## config.mk

```make
export PLATFORM = sky130hd
export DESIGN_NAME = event_irq_ctrl
export DESIGN_NICKNAME = d
export VERILOG_FILES = /design/src/rtl/event_irq_ctrl.sv
export SDC_FILE = /design/constraint.sdc
export NUM_CORES = 1
export LEC_CHECK = 0
export CAP_MARGIN = 20
export CORE_MARGIN = 2
export CORE_UTILIZATION = 38
export DETAILED_ROUTE_END_ITERATION = 6
export PLACE_DENSITY_LB_ADDON = 0.12
export SYNTH_ARGS = -nofsm -noshare
export SYNTH_HDL_FRONTEND = slang
export SYNTH_SLANG_ARGS = --single-unit
```

## constraint.sdc

```tcl
create_clock -name clk -period 1.77 [get_ports clk]
set_input_delay 0.177 -clock clk [delete_from_list [all_inputs] [get_ports clk]]
set_output_delay 0.177 -clock clk [all_outputs]
set_load 0.03 [all_outputs]
```

## src/rtl/event_irq_ctrl.sv

```systemverilog
// Event-to-interrupt controller: latches single-cycle event pulses into pending flags,
// records lost events as overflow, counts events and raises a level interrupt.
module event_irq_ctrl #(
    parameter int NUM_SRC = 4
) (
    input  logic               clk,
    input  logic               reset_n,
    input  logic [NUM_SRC-1:0] event_in,
    input  logic [1:0]         addr,
    input  logic [7:0]         wrdata,
    input  logic               wr,
    output logic [7:0]         rddata,
    output logic               irq
);

    localparam logic [1:0] ADDR_PENDING  = 2'd0;
    localparam logic [1:0] ADDR_ENABLE   = 2'd1;
    localparam logic [1:0] ADDR_OVERFLOW = 2'd2;
    localparam logic [1:0] ADDR_COUNT    = 2'd3;

    logic [NUM_SRC-1:0] r_pending;
    logic [NUM_SRC-1:0] r_enable;
    logic [NUM_SRC-1:0] r_overflow;
    logic [7:0]         r_count;
    logic [7:0]         r_rddata;
    logic               r_irq;

    logic               w_wr_pending;
    logic               w_wr_enable;
    logic               w_wr_overflow;
    logic               w_wr_count;
    logic [NUM_SRC-1:0] w_pending_next;
    logic [NUM_SRC-1:0] w_enable_next;
    logic [NUM_SRC-1:0] w_overflow_next;
    logic [7:0]         w_count_next;
    logic [3:0]         w_event_cnt;
    logic               w_irq_next;
    logic [7:0]         w_pending_ext;
    logic [7:0]         w_enable_ext;
    logic [7:0]         w_overflow_ext;
    logic [7:0]         w_rddata_next;
    logic               w_wrdata_unused;

    assign w_wr_pending  = wr && (addr == ADDR_PENDING);
    assign w_wr_enable   = wr && (addr == ADDR_ENABLE);
    assign w_wr_overflow = wr && (addr == ADDR_OVERFLOW);
    assign w_wr_count    = wr && (addr == ADDR_COUNT);

    // Write data bits above NUM_SRC have no backing state.
    assign w_wrdata_unused = ^wrdata;

    // Per-source flags: an event always wins over a same-cycle W1C, so no event is lost.
    generate
        for (genvar gi = 0; gi < NUM_SRC; gi++) begin : g_src
            assign w_pending_next[gi]  = event_in[gi]
                                       | (r_pending[gi] & ~(w_wr_pending & wrdata[gi]));
            assign w_overflow_next[gi] = (event_in[gi] & r_pending[gi])
                                       | (r_overflow[gi] & ~(w_wr_overflow & wrdata[gi]));
            assign w_enable_next[gi]   = w_wr_enable ? wrdata[gi] : r_enable[gi];
        end
    endgenerate

    always_comb begin
        w_event_cnt = 4'd0;
        for (int i = 0; i < NUM_SRC; i++) begin
            w_event_cnt = w_event_cnt + 4'(event_in[i]);
        end
    end

    // A COUNT write restarts from zero but still includes this cycle's events.
    assign w_count_next = w_wr_count ? {4'd0, w_event_cnt}
                                     : r_count + {4'd0, w_event_cnt};

    assign w_irq_next = |(w_pending_next & w_enable_next);

    always_comb begin
        w_pending_ext  = 8'd0;
        w_enable_ext   = 8'd0;
        w_overflow_ext = 8'd0;
        w_pending_ext[NUM_SRC-1:0]  = w_pending_next;
        w_enable_ext[NUM_SRC-1:0]   = w_enable_next;
        w_overflow_ext[NUM_SRC-1:0] = w_overflow_next;
    end

    // Read data returns post-update values so a read sees this cycle's writes and events.
    always_comb begin
        w_rddata_next = 8'd0;
        case (addr)
            ADDR_PENDING:  w_rddata_next = w_pending_ext;
            ADDR_ENABLE:   w_rddata_next = w_enable_ext;
            ADDR_OVERFLOW: w_rddata_next = w_overflow_ext;
            ADDR_COUNT:    w_rddata_next = w_count_next;
            default:       w_rddata_next = 8'd0;
        endcase
    end

    always_ff @(posedge clk or negedge reset_n) begin
        if (!reset_n) begin
            r_pending  <= '0;
            r_enable   <= '0;
            r_overflow <= '0;
            r_count    <= 8'd0;
            r_rddata   <= 8'd0;
            r_irq      <= 1'b0;
        end else begin
            r_pending  <= w_pending_next;
            r_enable   <= w_enable_next;
            r_overflow <= w_overflow_next;
            r_count    <= w_count_next;
            r_rddata   <= w_rddata_next;
            r_irq      <= w_irq_next;
        end
    end

    assign rddata = r_rddata;
    assign irq    = r_irq;

endmodule

```

==> results_dict.tcl, run 1 <==
set metrics [dict create \
    start_util 0.395 \
    track_usage 0.189 \
    port_buffers 21 \
    layout_common_cells "buf_4, dfrtp_1, clkdlybuf4s50_1" \
    grt_overflow 0 \
    synth_xor_xnor_area_share 0.0165 \
    syn-num-nets 173 \
    globalRouteMet3Util 0.0503 \
    drive_above_1_share 0.358 \
    synth_top_area_frac 0.456 \
    synth_adder_area_share 0.0645 \
    ir_drop_mv 0.469 \
    grt_pass1_wl_mm 6.36 \
    yosysWarnings 0 \
    ios 26 \
    cp_slowest_cell "fa_2" \
    drc_errors 0 \
    grt_use_met1 0.240 \
    vias 1380 \
    max_stage_delay_ps 620 \
    hpwl_mm 2.91 \
    design_area_um2 2380 \
    path_buf_inv 1 \
    cts_tree "done" \
    avgSynthCellArea_um2 10.7 \
    antenna_found_initial 0 \
    cp.required_ps 1940 \
    mostFrequentLayoutCell "buf_4" \
    cp-startpoint "event_in[0]" \
    clock_sinks 29 \
    post-place-ws_ps -1190 \
    setup_tns_ps -4560 \
    violations "setup timing" \
    cp-start-kind "primary input" \
    drtPass1Iterations 4 \
    crit_family "adder cells" \
    register_area_um2 726 \
    insertion_delay_ps 280 \
    grt-busiest-layer "met2" \
    final.setup.worst_slack_ps -428 \
    syn-cell-area_um2 1590 \
    multi_input_area_um2 907 \
    path_cells "buf_8, fa_2, ha_4, ha_4, fa_2, xnor2_2, xnor2_1, a21o_1, a32o_1" \
    viasPerCell 5.21 \
    crit_arrival_ps 2370 \
    antenna_cells 0 \
    fill_cells 360 \
    reg2reg_from "r_count[0]" \
    htree_num_levels 2 \
    setup_viol_count_final 14 \
    num_rows 23 \
    drt_iter0_markers 68 \
    maxClockFrequency_mhz 455 \
    die_h_um 68.7 \
    worstSetupPathType "primary input to flip-flop" \
    outcome "complete, but fails checks" \
    root_buffer "clkbuf_8" \
    post-route-period-util 1.24 \
    reg2reg_depth 6 \
    yosysUniqueCellTypes 42 \
    synth-compound-area-share 0.162 \
    worstPathMaxFanout 3 \
    cp-end-kind "flip-flop" \
    synth_seq_cells 29 \
    gp_congestion 0.819 \
    synthTopCellsByArea "dfrtp_1, a21oi_1, nand2_1" \
    rrSetupSlack_ps 10 \
    synth_top_area_cell "dfrtp_1" \
    ctsHoldBuffers 0 \
    die_area_um2 4720 \
    post_dp_cell_area_um2 2210 \
    yosysSeqAreaShare 0.456 \
    die_w_um 68.7 \
    synthCells 149 \
    grt_pass1_vias 1344 \
    hp-class "primary input to flip-flop" \
    syn_to_final_growth_pct 49.6 \
    wl_mm 3.78 \
    clock_skew_ps 4.63 \
    worstMarginPinSlew_ps 378 \
    critical_path_cell_count 9 \
    clockBufferDepth 2 \
    drt-wirelength-per-cell_um 14.3 \
    whs_ps 212 \
    ant_nets 0 \
    total_power_mw 2.56 \
    maxCapViolCount 0 \
    synth_top_family_by_area "simple AND/OR/NAND/NOR gates" \
    min_period_ps 2200 \
    r2r_end "rddata[2]" \
    slew_headroom 0.748 \
    synthMuxAreaShare 0.0660 \
    yosys.area_share.simple 0.182 \
    rsz0062_at_grt "true" \
    clk_pin_slew_worst_paths_ps 60 \
    leakagePower_nw 1.06 \
    power.density_nw_per_um2 1070 \
    endpoint "rddata[2]" \
    core_um2 4030 \
    cts_buffers 5 \
    grt_max_degree 30 \
    grt_util_met2 0.305 \
    slew_violations 0 \
    hold_viol 0 \
    num-nets-final 239 \
]
[kinds of logic after synthesis]
kind of cell | after synthesis
flops | 29
fa+ha+maj | 7
compound gates | 37
simple gates | 47
xor+xnor | 3
buf+inv | 18
mux | 8
[area by class of cell]
type | instances | share of cell area
clock buffer | 7 | 0.0363
timing repair buffer | 65 | 0.233
multi-input combinational | 102 | 0.381
sequential | 29 | 0.305
tap | 50 | 0.0263
inverter | 12 | 0.0189
[flip-flops by register name, summed over array words and instances, names as in the netlist]
signal,flops
rddata,8
r_enable,4
irq,1
r_overflow,4
r_count,8
r_pending,4
[worst register-to-register path, stage by stage, from the launching register on]
cell     delay, ps
dfrtp_1        390
ha_4           170
fa_2           400
xnor2_2        160
xnor2_1        140
a21o_1         170
a32o_1         210
[layer usage]
metal	share of wire	vias to the layer above
li1	-	668
met1	0.48	685
met2	0.46	21
met3	0.034	6
met4	0.018	0
met5	0	-
[synthesized netlist by cell type (all sizes together)]
library cell,number
and3b,2
and2,2
nand4bb,3
ha,5
o211ai,1
xnor2,3
and2b,1
o311ai,1
mux4,2
nand2,17
nor2,2
o22ai,1
buf,4
o21ai,2
or2,1
a32oi,1
a221o,2
dfrtp,29
a311oi,1
inv,12
nor3,1
o31ai,2
a21o,5
and3,4
nor2b,2
a31o,1
nand2b,2
nand3b,1
nand3,4
or4,1
clkbuf,2
a21oi,13
a32o,1
nand4,4
a22o,5
fa,2
a211oi,1
mux2i,6
[metrics by stage]
stage                     utilization  cells
final                           0.591    265
after global routing            0.591    265
after CTS                       0.587    265
after global placement          0.548    258
after floorplan                     -    149
after detailed placement        0.548    258
[repair_timing]
item	4_1_cts	5_1_grt
setup endpoints to repair	15	14
endpoints found under the hold margin	0	0
setup buffers	1	0
pin swaps	16	6
resized for setup	28	4
[report_power, final]
group | internal (mW) | switching (mW)
combinational | 0.575 | 0.508
sequential | 0.793 | 0.128
clock | 0.308 | 0.245
total | 1.68 | 0.881
[worst min-delay path by stage]
stage | cells past startpoint | start | slack (ps) | to
finish | 4 | event_in[0] | 210 | r_pending[0]
global route | 4 | event_in[0] | 230 | r_pending[0]
CTS | 4 | event_in[0] | 210 | r_pending[0]
detailed placement | 1 | r_overflow[1] | 480 | r_overflow[1]
global placement | 1 | r_overflow[0] | 480 | r_overflow[0]
floorplan | 0 | reset_n | -120 | irq
(Power assumes the default switching activity.)
==> run 2, diff against run 1 <==
CELL_PAD_IN_SITES_DETAIL_PLACEMENT = 1   (was default)
CELL_PAD_IN_SITES_GLOBAL_PLACEMENT = 1   (was default)
CORE_UTILIZATION = 37   (was 38)
==> results_dict.tcl, run 2 (same netlist as run 1, synthesis figures left out) <==
set metrics [dict create \
    placedCellCount 257 \
    internal_power_mw 1.70 \
    cts_tree "done" \
    outcome "complete, but fails checks" \
    die_w_um 69.6 \
    post-route-period-util 1.25 \
    hp-start "event_in[0]" \
    total_power_mw 2.70 \
    r2r_end "rddata[2]" \
    clock_sinks 29 \
    maxClockFrequency_mhz 451 \
    num_rows 23 \
    start_util 0.392 \
    cts_buffers 5 \
    hold_viol 0 \
    maxCapViolCount 0 \
    clk_pin_slew_worst_paths_ps 60 \
    crit_arrival_ps 2390 \
    min_path_cells 4 \
    rsz0062_at_grt "true" \
    track_usage 0.213 \
    drt_iter0_markers 72 \
    grt_pass1_vias 1620 \
    fill_cells 445 \
    ir_drop_mv 0.578 \
    power.density_nw_per_um2 1120 \
    pwr-share-seq 0.342 \
    grt_overflow 0 \
    insertion_delay_ps 290 \
    grt_max_degree 30 \
    finalNonFillerCells 266 \
    whs_ps 237 \
    worstMarginPinSlew_ps 386 \
    p_sw_frac 0.368 \
    design_area_um2 2400 \
    drive_above_1_share 0.380 \
    drtPass1Iterations 4 \
    die_h_um 69.6 \
    rrSetupSlack_ps -20 \
    min_to "r_pending[0]" \
    drc_errors 0 \
    grt_pass1_wl_mm 7.96 \
    hpwl_mm 3.41 \
    antenna_found_initial 0 \
    reg2reg_from "r_count[0]" \
    gp_congestion 0.837 \
    clockBufferDepth 2 \
    mostFrequentLayoutCell "buf_4" \
    slew_headroom 0.742 \
    cp-end-kind "flip-flop" \
    ctsHoldBuffers 0 \
    viasPerCell 5.39 \
    layout_common_cells "buf_4, dfrtp_1, clkdlybuf4s50_1" \
    hp-class "primary input to flip-flop" \
    worstPathMaxFanout 3 \
    slew_violations 0 \
    wl_mm 4.84 \
    drt-wirelength-per-cell_um 18.2 \
    antenna_cells 0 \
    leakagePower_nw 1.07 \
    htree_num_levels 2 \
    root_buffer "clkbuf_8" \
    reg2reg_depth 6 \
    setup_viol_count_final 15 \
    clock_skew_ps 6.77 \
    power_frac_comb 0.455 \
    ios 26 \
    setup_tns_ps -4740 \
    final.setup.worst_slack_ps -445 \
    cp.required_ps 1950 \
    ant_nets 0 \
    post_dp_cell_area_um2 2200 \
    num-nets-final 239 \
    cp-start-kind "primary input" \
    core_um2 4060 \
    worstSetupPathType "primary input to flip-flop" \
    p_switching_uw 994 \
    vias 1433 \
    min_period_ps 2220 \
    port_buffers 21 \
    p_clk_frac 0.203 \
    violations "setup timing" \
    die_area_um2 4840 \
    syn_to_final_growth_pct 51.1 \
]
## run 2: cell count changes in the layout (fill, tap and decap cells not counted), sizes merged
cell	previous run	this run
clkbuf	7	6
clkdlybuf4s50	18	17
clkinv	0	2
dlymetal6s2s	0	1
## run 2: timing repair
item | 4_1_cts | 5_1_grt
gates resized for setup | 33 | 7
pin swaps | 17 | 8
buffers inserted | 2 | 1
endpoints found under the hold margin | 0 | 0
endpoints found under the setup margin | 15 | 15
## run 2: per-stage QoR
| stage | utilization | worst slack, ps |
|---|---|---|
| 6_report | 0.593 | -445 |
| 5_1_grt | 0.593 | -503 |
| 2_1_floorplan | - | -549 |
| 4_1_cts | 0.588 | -452 |
| 3_5_place_dp | 0.542 | -1170 |
| 3_3_place_gp | 0.542 | -1140 |
## run 2: layout make-up
class,count,area (um^2),area share
repair buffers,65,568,0.236
clock inverters,2,10.0,0.00416
flip-flops and latches,29,726,0.302
clock buffers,6,72.6,0.0302
multi-input cells,102,921,0.383
well taps,50,62.6,0.0260
inverters,12,45.0,0.0187
## run 2: worst max path at each step
stage / startpoint / endpoint / slack, ps / cells past startpoint
5_1_grt: event_in[1] / rddata[2] / -500 / 9
3_3_place_gp: event_in[3] / rddata[2] / -1140 / 9
2_1_floorplan: event_in[3] / rddata[2] / -550 / 8
6_report: event_in[1] / rddata[2] / -450 / 9
3_5_place_dp: event_in[3] / r_count[6] / -1170 / 10
4_1_cts: event_in[0] / rddata[2] / -450 / 9
## run 2: power by group through the flow
stage | registers [mW] | clock network [mW] | logic (mW)
2_1_floorplan | 0.939 | 0 | 0.548
3_3_place_gp | 0.911 | 0 | 0.956
3_5_place_dp | 0.920 | 0 | 0.996
4_1_cts | 0.919 | 0.563 | 1.16
5_1_grt | 0.943 | 0.599 | 1.34
6_report | 0.923 | 0.548 | 1.23
## run 2: per-layer routing
metal  global-route usage  routed length [um]  vias up
met5                    0                   0        -
met3               0.0494                 124        8
met2                0.357                2450       24
met1                0.272                2180      733
met4               0.0675                  88        0
li1                     -                   -      668
## run 2: critical path: stages
cell and delay [ps]:
buf_8 100, fa_2 610, ha_4 220, ha_4 170, fa_2 380, xnor2_2 170, xnor2_2 150, a21o_1 170
a32o_1 230
==> RTL edit, RTL diff (flow settings as in run 2) <==
Take the reset off `r_pending` and `r_rddata` and load them in a clocked block of their own.
--- a/src/rtl/event_irq_ctrl.sv
+++ b/src/rtl/event_irq_ctrl.sv
@@ -97,18 +97,19 @@
     always_ff @(posedge clk or negedge reset_n) begin
         if (!reset_n) begin
-            r_pending  <= '0;
             r_enable   <= '0;
             r_overflow <= '0;
             r_count    <= 8'd0;
-            r_rddata   <= 8'd0;
             r_irq      <= 1'b0;
         end else begin
-            r_pending  <= w_pending_next;
             r_enable   <= w_enable_next;
             r_overflow <= w_overflow_next;
             r_count    <= w_count_next;
-            r_rddata   <= w_rddata_next;
             r_irq      <= w_irq_next;
         end
+    end
+
+    always_ff @(posedge clk) begin
+        r_pending <= w_pending_next;
+        r_rddata  <= w_rddata_next;
     end
 
Check against the original RTL: not equivalent (a bounded check fails within 4 cycles, from zero or initial values and one cycle with reset_n low).
==> RTL edit against run 2 <==
The flow still finishes with violations (negative setup slack). Design area decreased by 2.3%. Setup slack worse by 0.021 ns. Hold slack worse by 0.016 ns. Routed wire length increased by 7.6%. Power grew 2.0%. Sequential cell count is the same. Maximum frequency down 0.95%. Synthesized area fell by 3.8%. Count of clock-buffer cells in the layout is the same. Critical path type unchanged. Largest power group unchanged.
==> RTL edit: results (changes against run 2) <==
** Status
- Outcome: finished, violations left (unchanged).
- Violations in the final reports: negative setup slack (unchanged).

** Route
- Routed via count divided by cell count :: 5.451 (was 5.387)
- Final Routed Wirelength :: 5205 um (was 4839 um)
- The number of DRC markers in iteration 0 was 43 (was 72).

** Placement
- The global placer's final weighted congestion is 0.7970 (was 0.8371).
- Detail Placement HPWL :: 3611 um (was 3412 um)
- Worst slack, placed :: -1.193 ns (was -1.174 ns)
- Number of cells after detailed placement :: 256 (was 257)

** STA
- Setup Total Neg Slack :: -5.067 ns (was -4.739 ns)
- Worst hold slack across all endpoints :: 0.2213 ns (was 0.2372 ns)
- The total setup violations reported at the end of the flow is 13 (was 15).
- The post-route clock skew was 0.002855 ns (was 0.006771 ns).
- The slack of the critical path was -0.4664 ns (was -0.4452 ns).
- Worst Tran Pin Value :: 0.4432 ns (was 0.3865 ns)

** Global route
- Largest net degree at the start of global routing :: 18 (was 30)
- The combined global-route utilization of all metal layers is 24.05% (was 21.29%).
- Wire length of the first global-routing pass :: 7721 um (was 7955 um)
- Vias in the first global route :: 1507 (was 1620)

** Finish
- The total of fill cells in the finished design is 426 (was 445).
- The final non-filler cell total is 266 (unchanged).
- Number of nets in the final layout :: 239 (unchanged)
- The share of layout cells above drive strength 1 is 38.43% (was 37.96%).

** Yosys
- Share of async-settable or async-resettable flops after synthesis :: 58.62% (was 100.0%)
- The sequential area share after synthesis was 43.46% (was 45.60%).
- Cell count after synthesis :: 149 (unchanged)
- Most area-consuming cells after synthesis: dfrtp_1 28%, dfxtp_1 16%, a21oi_1 4.2% (was dfrtp_1 46%, a21oi_1 4.1%, nand2_1 4.0%).
- The net count after synthesis came to 173 (unchanged).
- The yosys synthesis warning count was 0 (unchanged).
- The number of unique standard cell types used by synthesis is 43 (was 42).
- Commonest cells in the netlist :: 17 x dfrtp_1, 17 x nand2_1, 13 x a21oi_1 (was 29 x dfrtp_1, 17 x nand2_1, 13 x a21oi_1)

** Power and ir drop
- The total internal power is 1707 uW (was 1704 uW).
- The largest vdd supply drop is 0.5852 mV (was 0.5783 mV).
- The reported leakage power is 0.001028 uW (was 0.001073 uW).

** Critical path
- Internal reg-to-reg setup slack :: -0.04 ns (was -0.02 ns)
- The data arrival time of the worst path was 2.47 ns (was 2.39 ns).

** Worst hold path
- Worst min-delay path category :: in -> async (was in -> reg)

** Clock tree
- The level count of the clock H-tree is 2 (unchanged).
- Library cell used as clock root buffer :: clkbuf_8 (unchanged)
-- RTL edit: cell types whose count changed in the layout (fill, tap and decap cells not counted), moves of 2 or more --
cell	change
dfxtp_1	+12
dfrtp_1	-12
buf_4	+2
a21oi_1	-2
-- RTL edit: worst max-delay path, cell delays in order --
cell	delay [ns]
buf_8	0.10
fa_2	0.62
ha_4	0.15
ha_4	0.21
fa_2	0.41
buf_6	0.14
a21oi_4	0.14
a311oi_4	0.07
a31o_2	0.31
a21oi_2	0.14
-- RTL edit: logic make-up after synthesis --
family	synth area share, %
fa+ha+maj	6.699
simple gates	18.95
compound gates	16.83
xor+xnor	1.716
buf+inv	5.473
flops	43.46
mux	6.863
-- RTL edit: power groups by stage --
stage / combinational, uW / sequential, uW / clock, uW
floorplan: 547 / 938 / 0
global placement: 947 / 913 / 0
detailed placement: 991 / 921 / 0
CTS: 1120 / 918 / 555
global route: 1360 / 954 / 576
finish: 1270 / 939 / 542
-- RTL edit: worst paths after layout --
kind	start	endpoint	cells after the start
worst min-delay path	reset_n	r_enable[3]$_DFF_PN0_	2
worst min register to register	r_overflow[2]$_DFF_PN0_	r_overflow[2]$_DFF_PN0_	1
worst max register to register	r_count[0]$_DFF_PN0_	rddata[6]$_DFF_P_	7
worst max-delay path	event_in[3]	rddata[6]$_DFF_P_	10
min in group clk	event_in[3]	r_pending[3]$_DFF_P_	3
max in group asynchronous	reset_n	r_enable[2]$_DFF_PN0_	2
-- RTL edit: timing repair --
action,CTS,global route
buffers inserted,2,1
gates resized for setup,26,14
pin swaps,17,14
gates cloned,0,0
endpoints found under the setup margin,15,15
-- RTL edit: per-stage QoR --
stage               area (um^2)  total power, uW
floorplan                  1572             1485
global placement           2121             1859
detailed placement         2121             1912
CTS                        2273             2593
global route               2350             2893
finish                     2350             2752
-- RTL edit: area by class of cell --
| type | count | area share (%) |
|---|---|---|
| multi-input combinational | 102 | 40.36 |
| sequential | 29 | 28.33 |
| timing repair buffer | 65 | 23.22 |
| clock buffer | 6 | 3.088 |
| tap | 50 | 2.662 |
| inverter | 12 | 1.917 |
| clock inverter | 2 | 0.4260 |
-- RTL edit: routing by layer --
layer,vias up,routed length [um],global-route usage (%)
met1,737,2125,27.52
met4,0,146,10.50
li1,669,-,-
met3,12,164,5.099
met2,32,2769,42.84
met5,-,0,0
